### src/rtl/arbitro_bcd.sv
// Round-robin arbiter that time-shares one combinational binary->BCD converter
// between N_REQ requesters and returns registered decenas/unidades with the owner id.
module arbitro_bcd #(
    parameter int N_REQ     = 4,
    parameter int W         = 5,
    parameter int CONV_WAIT = 1
) (
    input  logic                     clk,
    input  logic                     rst,
    input  logic [N_REQ-1:0]         req,
    input  logic [N_REQ*W-1:0]       bin_flat,
    output logic [N_REQ-1:0]         gnt,
    output logic [W-1:0]             conv_bin,
    input  logic [3:0]               conv_u,
    input  logic [3:0]               conv_d,
    output logic [3:0]               U,
    output logic [3:0]               D,
    output logic                     valid,
    output logic [$clog2(N_REQ)-1:0] id,
    output logic                     busy,
    output logic                     err
);

    // state | meaning
    // IDLE  | no conversion in flight; winner chosen from req
    // LOAD  | grant pulse; winner operand latched into conv_bin
    // WAIT  | converter settling; result captured when cnt reaches 0
    // DONE  | valid pulse; round-robin pointer advances past the owner

    localparam int IW = $clog2(N_REQ);

    typedef enum logic [1:0] {
        IDLE = 2'd0,
        LOAD = 2'd1,
        WAIT = 2'd2,
        DONE = 2'd3
    } state_t;

    state_t        state, nxt;
    logic [IW-1:0] ptr;
    logic [IW-1:0] id_int;
    logic [IW-1:0] win;
    logic [IW:0]   idx;
    logic          found;
    logic [3:0]    cnt;

    // scan ptr, ptr+1, ... wrapping at N_REQ so non-power-of-two sizes never grant a ghost index
    always_comb begin
        win   = ptr;
        found = 1'b0;
        idx   = '0;
        for (int k = 0; k < N_REQ; k++) begin
            idx = {1'b0, ptr} + (IW+1)'(k);
            if (idx >= (IW+1)'(N_REQ))
                idx = idx - (IW+1)'(N_REQ);
            if (!found && req[idx[IW-1:0]]) begin
                found = 1'b1;
                win   = idx[IW-1:0];
            end
        end
    end

    always_ff @(posedge clk or posedge rst) begin
        if (rst)
            state <= IDLE;
        else
            state <= nxt;
    end

    always_comb begin
        nxt   = state;
        gnt   = '0;
        valid = 1'b0;
        busy  = 1'b1;
        case (state)
            IDLE: begin
                busy = 1'b0;
                if (|req)
                    nxt = LOAD;
            end
            LOAD: begin
                gnt[id_int] = 1'b1;
                nxt         = WAIT;
            end
            WAIT: begin
                if (cnt == 4'd0)
                    nxt = DONE;
            end
            DONE: begin
                valid = 1'b1;
                nxt   = IDLE;
            end
            default: nxt = IDLE;
        endcase
    end

    always_ff @(posedge clk or posedge rst) begin
        if (rst) begin
            ptr      <= '0;
            id_int   <= '0;
            conv_bin <= '0;
            cnt      <= 4'd0;
            U        <= 4'd0;
            D        <= 4'd0;
            id       <= '0;
            err      <= 1'b0;
        end else begin
            case (state)
                IDLE: begin
                    if (|req)
                        id_int <= win;
                end
                LOAD: begin
                    conv_bin <= bin_flat[id_int*W +: W];
                    cnt      <= 4'(CONV_WAIT - 1);
                end
                WAIT: begin
                    if (cnt == 4'd0) begin
                        U  <= conv_u;
                        D  <= conv_d;
                        id <= id_int;
                        // out-of-range digits are still delivered; err just flags them
                        if (conv_u > 4'd9 || conv_d > 4'd3)
                            err <= 1'b1;
                    end else begin
                        cnt <= cnt - 4'd1;
                    end
                end
                DONE: begin
                    if (id == IW'(N_REQ - 1))
                        ptr <= '0;
                    else
                        ptr <= id + IW'(1);
                end
                default: ;
            endcase
        end
    end

endmodule

### config.mk
export PLATFORM = sky130hd
export DESIGN_NAME = arbitro_bcd
export DESIGN_NICKNAME = d
export VERILOG_FILES = /design/src/rtl/arbitro_bcd.sv
export SDC_FILE = /design/constraint.sdc
export NUM_CORES = 1
export LEC_CHECK = 0
export CAP_MARGIN = 20
export CORE_MARGIN = 10
export CORE_UTILIZATION = 35
export DETAILED_ROUTE_END_ITERATION = 7
export DONT_BUFFER_PORTS = 1
export GPL_ROUTABILITY_DRIVEN = 0
export RECOVER_POWER = 50
export SLEW_MARGIN = 25
export SYNTH_ARGS = -nofsm -noshare
export SYNTH_HDL_FRONTEND = slang
export SYNTH_SLANG_ARGS = --single-unit
### constraint.sdc
create_clock -name clk -period 1.54 [get_ports clk]
set_input_delay 0.154 -clock clk [delete_from_list [all_inputs] [get_ports clk]]
set_output_delay 0.154 -clock clk [all_outputs]
set_load 0.005 [all_outputs]
---- Word-level counts from Yosys, hierarchy flattened ----
Index checks and enable logic that the tools add are counted.
word-level totals
  register bits ........................... 26
  input port bits ......................... 34
  word-level logic and storage cells ...... 86
cells by class
  add/subtract/negate cells ............... 9
  multipliers ............................. 1
  $lt $le $gt $ge ......................... 12
  equality and inequality tests ........... 7
  shift-type cells ........................ 1
  mux-type cells .......................... 30
  reductions and logical operators ........ 17
operators with widths
  kind                   number
  $mux W2                11
  $shiftx A20 B6 Y5      1
  $lt A2 B3 Y1 const B   5
  $mux W1                10
  $ge A3 B3 Y1 const B   3
  $bmux W1 S2            4
  $mux W4                2
  $pmux W2 S4            1
  $pmux W4 S2            1
  $reduce_and A2 Y1      4
  $sub A2 B1 Y2 const B  4
  $add A2 B2 Y3 const B  2
  $eq A2 B2 Y1 const B   3
  $ne A2 B2 Y1 const B   3
  $mul A2 B3 Y5 const B  1
  $gt A4 B2 Y1 const B   1
  $gt A4 B4 Y1 const B   1
  $logic_and A1 B1 Y1    4
  $logic_not A4 Y1       1
  $reduce_or A4 Y1       1
  $sub A4 B1 Y4 const B  1
  $add A2 B1 Y3 const B  1
  $ge A2 B3 Y1 const B   1
  $logic_not A1 Y1       3
  8 further kinds        8

---- Depth between registers and ports, before layout ----
  depth after elaboration ................. 14
  gate-level depth with buffers ........... 6
  depth with buffers taken out ............ 6

---- Least setup slack after synthesis ----
Ideal clock, no wire load.
  kind .................................... reg2reg
  start ................................... register cnt[0]
  end ..................................... register D[0]
  library setup time ...................... 125 ps
  data arrival time ....................... 1,528 ps
  data required time ...................... 1,415 ps
  setup slack ............................. -114 ps
  stages on the path, launching flop included .. 7
  cell sequence ........................... dfrtp_1 > inv_1 > ha_1 > or3b_4 > nor2_4 > buf_12 > mux2_4
on the way
  cells in the longest elaborated chain, start to end .. 2
RTL lines
  item                         line  text
  start: declaration           45    logic [3:0] cnt;
  start signal: assignment     115   cnt <= 4'(CONV_WAIT - 1);
  start signal: assignment     126   cnt <= cnt - 4'd1;
  $logic_not A4 Y1             118   if (cnt == 4'd0) begin
  $reduce_and A2 Y1 (no line)  -
  end signal: assignment       120   D <= conv_d;
  end: declaration             17    output logic [3:0] D,
Every way passes these cells.
A chain may end at the register's enable or synchronous reset.

---- Worst setup path after layout ----
  start ................................... register cnt[1]
  end ..................................... register U[2]
on the way
  cells in the longest elaborated chain, start to end .. 2
RTL lines
  item                         line  text
  $logic_not A4 Y1             118
  $reduce_and A2 Y1 (no line)  -
  end signal: assignment       119   U <= conv_u;
  end: declaration             16    output logic [3:0] U,
Every way passes these cells.

==> results.md <==
* Final Cycle Share at 110%
* Total GRT Usage at 9.80%
* Critical path class: register to register
* Antenna violations before repair at 0
* DP HPWL at 2680 microns
* Syn Area/Cell at 12.0 sq um
* Register bit total from synthesis at 26
* Antenna diodes at 0
* Vias at 1005
* Final setup margin at -0.150 ns
* Die height at 83.7 microns
* Finished Core Util at 44.0%
* Max stage delay on crit path at 0.40 ns
* Post-route non-filler standard cell count at 188
* CP Buf/Inv Count at 2
* Critical path's slowest cell: dfrtp_1
* CTS Root Cell: clkbuf_8
* Clk pin slew, worst setup/hold paths at 0.09 ns
* DRT iter0 DRCs at 122
* Levels on crit path at 6
* FF-to-FF path depth at 6
* Switch share at 33.9%
* Final hold viol count at 0
* Max-cap violations at 0
* Number of synthesized flops with an enable pin at 0
* Critical Path Start Type: register
* # fillers at 353
* Critical Path Fanout Max at 8
* IO Pins at 56
* Hold path depth at 1
* CTS sink cnt at 26
* Vias in the first global route at 1021
* Via-per-instance ratio at 5.35
* Synth Flop Type: dfrtp_1
* Grt total ovfl at 0
* Seq pwr share at 40.3%
* Clock share of power at 18.0%
* First-pass GRT wire length at 5680 microns
* Critical path capture point type: register
* Violated checks: negative setup slack
* Max Clk Rate at 592 MHz
* Post-Syn Area at 1420 sq um
* Syn. warnings at 0
* Fin nets at 180
* Chip Width at 83.7 microns
* # DRC at 0
* Placed insts at 177
* Synth cell types at 29
* H-tree levels at 1
* Ranking of synthesized cells by area: dfrtp_1 46%, mux2_4 9.5%, mux4_2 7.9%
* NetSw at 1.09 mW
* Fraction of layout cells with a size suffix above 1 at 39.1%
* PortBufs at 0
* CTS Buffer Depth at 2
* Layout area overhead at 23.0%
* Setup WS pre-CTS at -0.158 ns
* Syn Inst Count at 118
* WP data arrival at 1.86 ns
* Die ar. at 7010 sq um
* Initial core utilization at 35.8%
* Lkg Pwr at 0.789 nW
* Worst Tran Pin Value at 0.413 ns
* Row Count at 23
* Setup violators final at 14
* Final Max Slew Viols at 0
* Mapped Nets at 159
* CTS tree: done
* Core ar. at 3970 sq um
* Smallest hold slack at 0.0152 ns
* Worst vdd ir at 557 uV
* Async set or reset register ratio after synthesis at 100%
* FF-to-FF setup slack at -0.15 ns
* Max-slew headroom at 72.2%
* Required time worst endpoint at 1.71 ns
* Crit-path cells: inv_2, ha_4, or3b_4, nor2_4, buf_12, mux2_4
* Seq/Total Area, Yosys at 45.8%
* Final Critical Period at 1.69 ns
* Most common cell after layout, fill and taps aside: dfrtp_1
* Most frequent cells in the layout: 25 x dfrtp_1, 15 x buf_4, 10 x nand2_1, 10 x mux2_4, 9 x inv_1
* RSZ-0062 raised after global routing: true
* Largest net degree at the start of global routing at 18
* Final antenna-violating net count at 0
* Final setup skew at 0.00488 ns
* CTS Buf Count at 3
* Drt first pass iters at 5
* Worst skew pair latency at 0.28 ns
* Post-synth top area cell: dfrtp_1
* DRT Wirelength at 3470 microns
* Pint at 2.12 mW
* Wirelength per Cell at 18.4 microns
* Worst Hold Class: input pin to register
* Status: complete, but fails checks
* Gate power share at 41.7%
* Pwr/cell area at 1840 nW/um^2
* Family with the most delay on the worst path: simple AND/OR/NAND/NOR gates
* Synth top area share at 45.8%
==> repair_timing <==
action                                  CTS  global route
resized for setup                        11             4
hold buffers                              1             1
endpoints found under the setup margin   21            20
buffers inserted                          4             1
hold endpoints to repair                  9             1
pin swaps                                 2             1
==> synth_stat cells (2+ instances only) <==
master / number
o21ai_0: 8
a22oi_1: 2
nor2b_1: 2
mux2_4: 9
mux2i_1: 2
mux2_2: 6
nor4_1: 2
nand3_1: 3
clkbuf_1: 2
ha_1: 7
mux4_2: 5
inv_1: 11
dfrtp_1: 26
nand2_1: 11
nor2_1: 5
a21oi_1: 4
==> power by group through the flow <==
stage / clock, mW / sequential, mW / combinational, mW
floorplan: 0 / 1.16 / 1.09
global placement: 0 / 1.30 / 1.20
detailed placement: 0 / 1.32 / 1.25
CTS: 0.574 / 1.31 / 1.32
global route: 0.621 / 1.35 / 1.48
finish: 0.577 / 1.29 / 1.34
==> path summary, 6_finish.rpt <==
path | startpoint | endpoint
setup / recovery | cnt[1] | U[2]
hold / removal | conv_u[3] | U[3]
setup reg to reg | cnt[1] | U[2]
hold reg to reg | err | err
max in group asynchronous | rst | id_int[0]
min in group asynchronous | rst | U[2]
==> registers in the layout, indices dropped and copies added (netlist names) <==
register  cells
ptr           2
id            2
D             4
state         2
cnt           4
conv_bin      5
id_int        2
U             4
err           1
==> area by class of cell <==
class                      count  area [sq um]  area share [%]
multi-input combinational     77           751            43.0
sequential                    26           652            37.3
timing repair buffer          20           169            9.67
tap                           50          62.6            3.58
clock buffer                   3          41.3            2.36
inverter                      11          41.3            2.36
clock inverter                 1          30.0            1.72
==> routing by layer <==
metal	routed length, microns	up-vias	global-route usage, %
met4	63	0	4.26
met2	1620	55	14.9
met1	1460	487	11.6
met5	0	-	0
met3	327	7	4.30
li1	-	456	-
==> kinds of logic after synthesis <==
logic type	Yosys count	share of synthesized area, %
buf+inv	15	5.64
fa+ha+maj	7	6.17
mux	22	23.6
flops	26	45.8
simple gates	29	10.7
compound gates	19	8.11
==> per-stage QoR <==
step	setup TNS [ns]	power, mW	area, sq um
2_1_floorplan	-1.04	2.25	1420
3_3_place_gp	-0.952	2.49	1550
3_5_place_dp	-1.62	2.57	1550
4_1_cts	-1.20	3.20	1710
5_1_grt	-2.41	3.46	1750
6_report	-1.48	3.21	1750
Note: power is estimated with default switching activity, not from simulation.
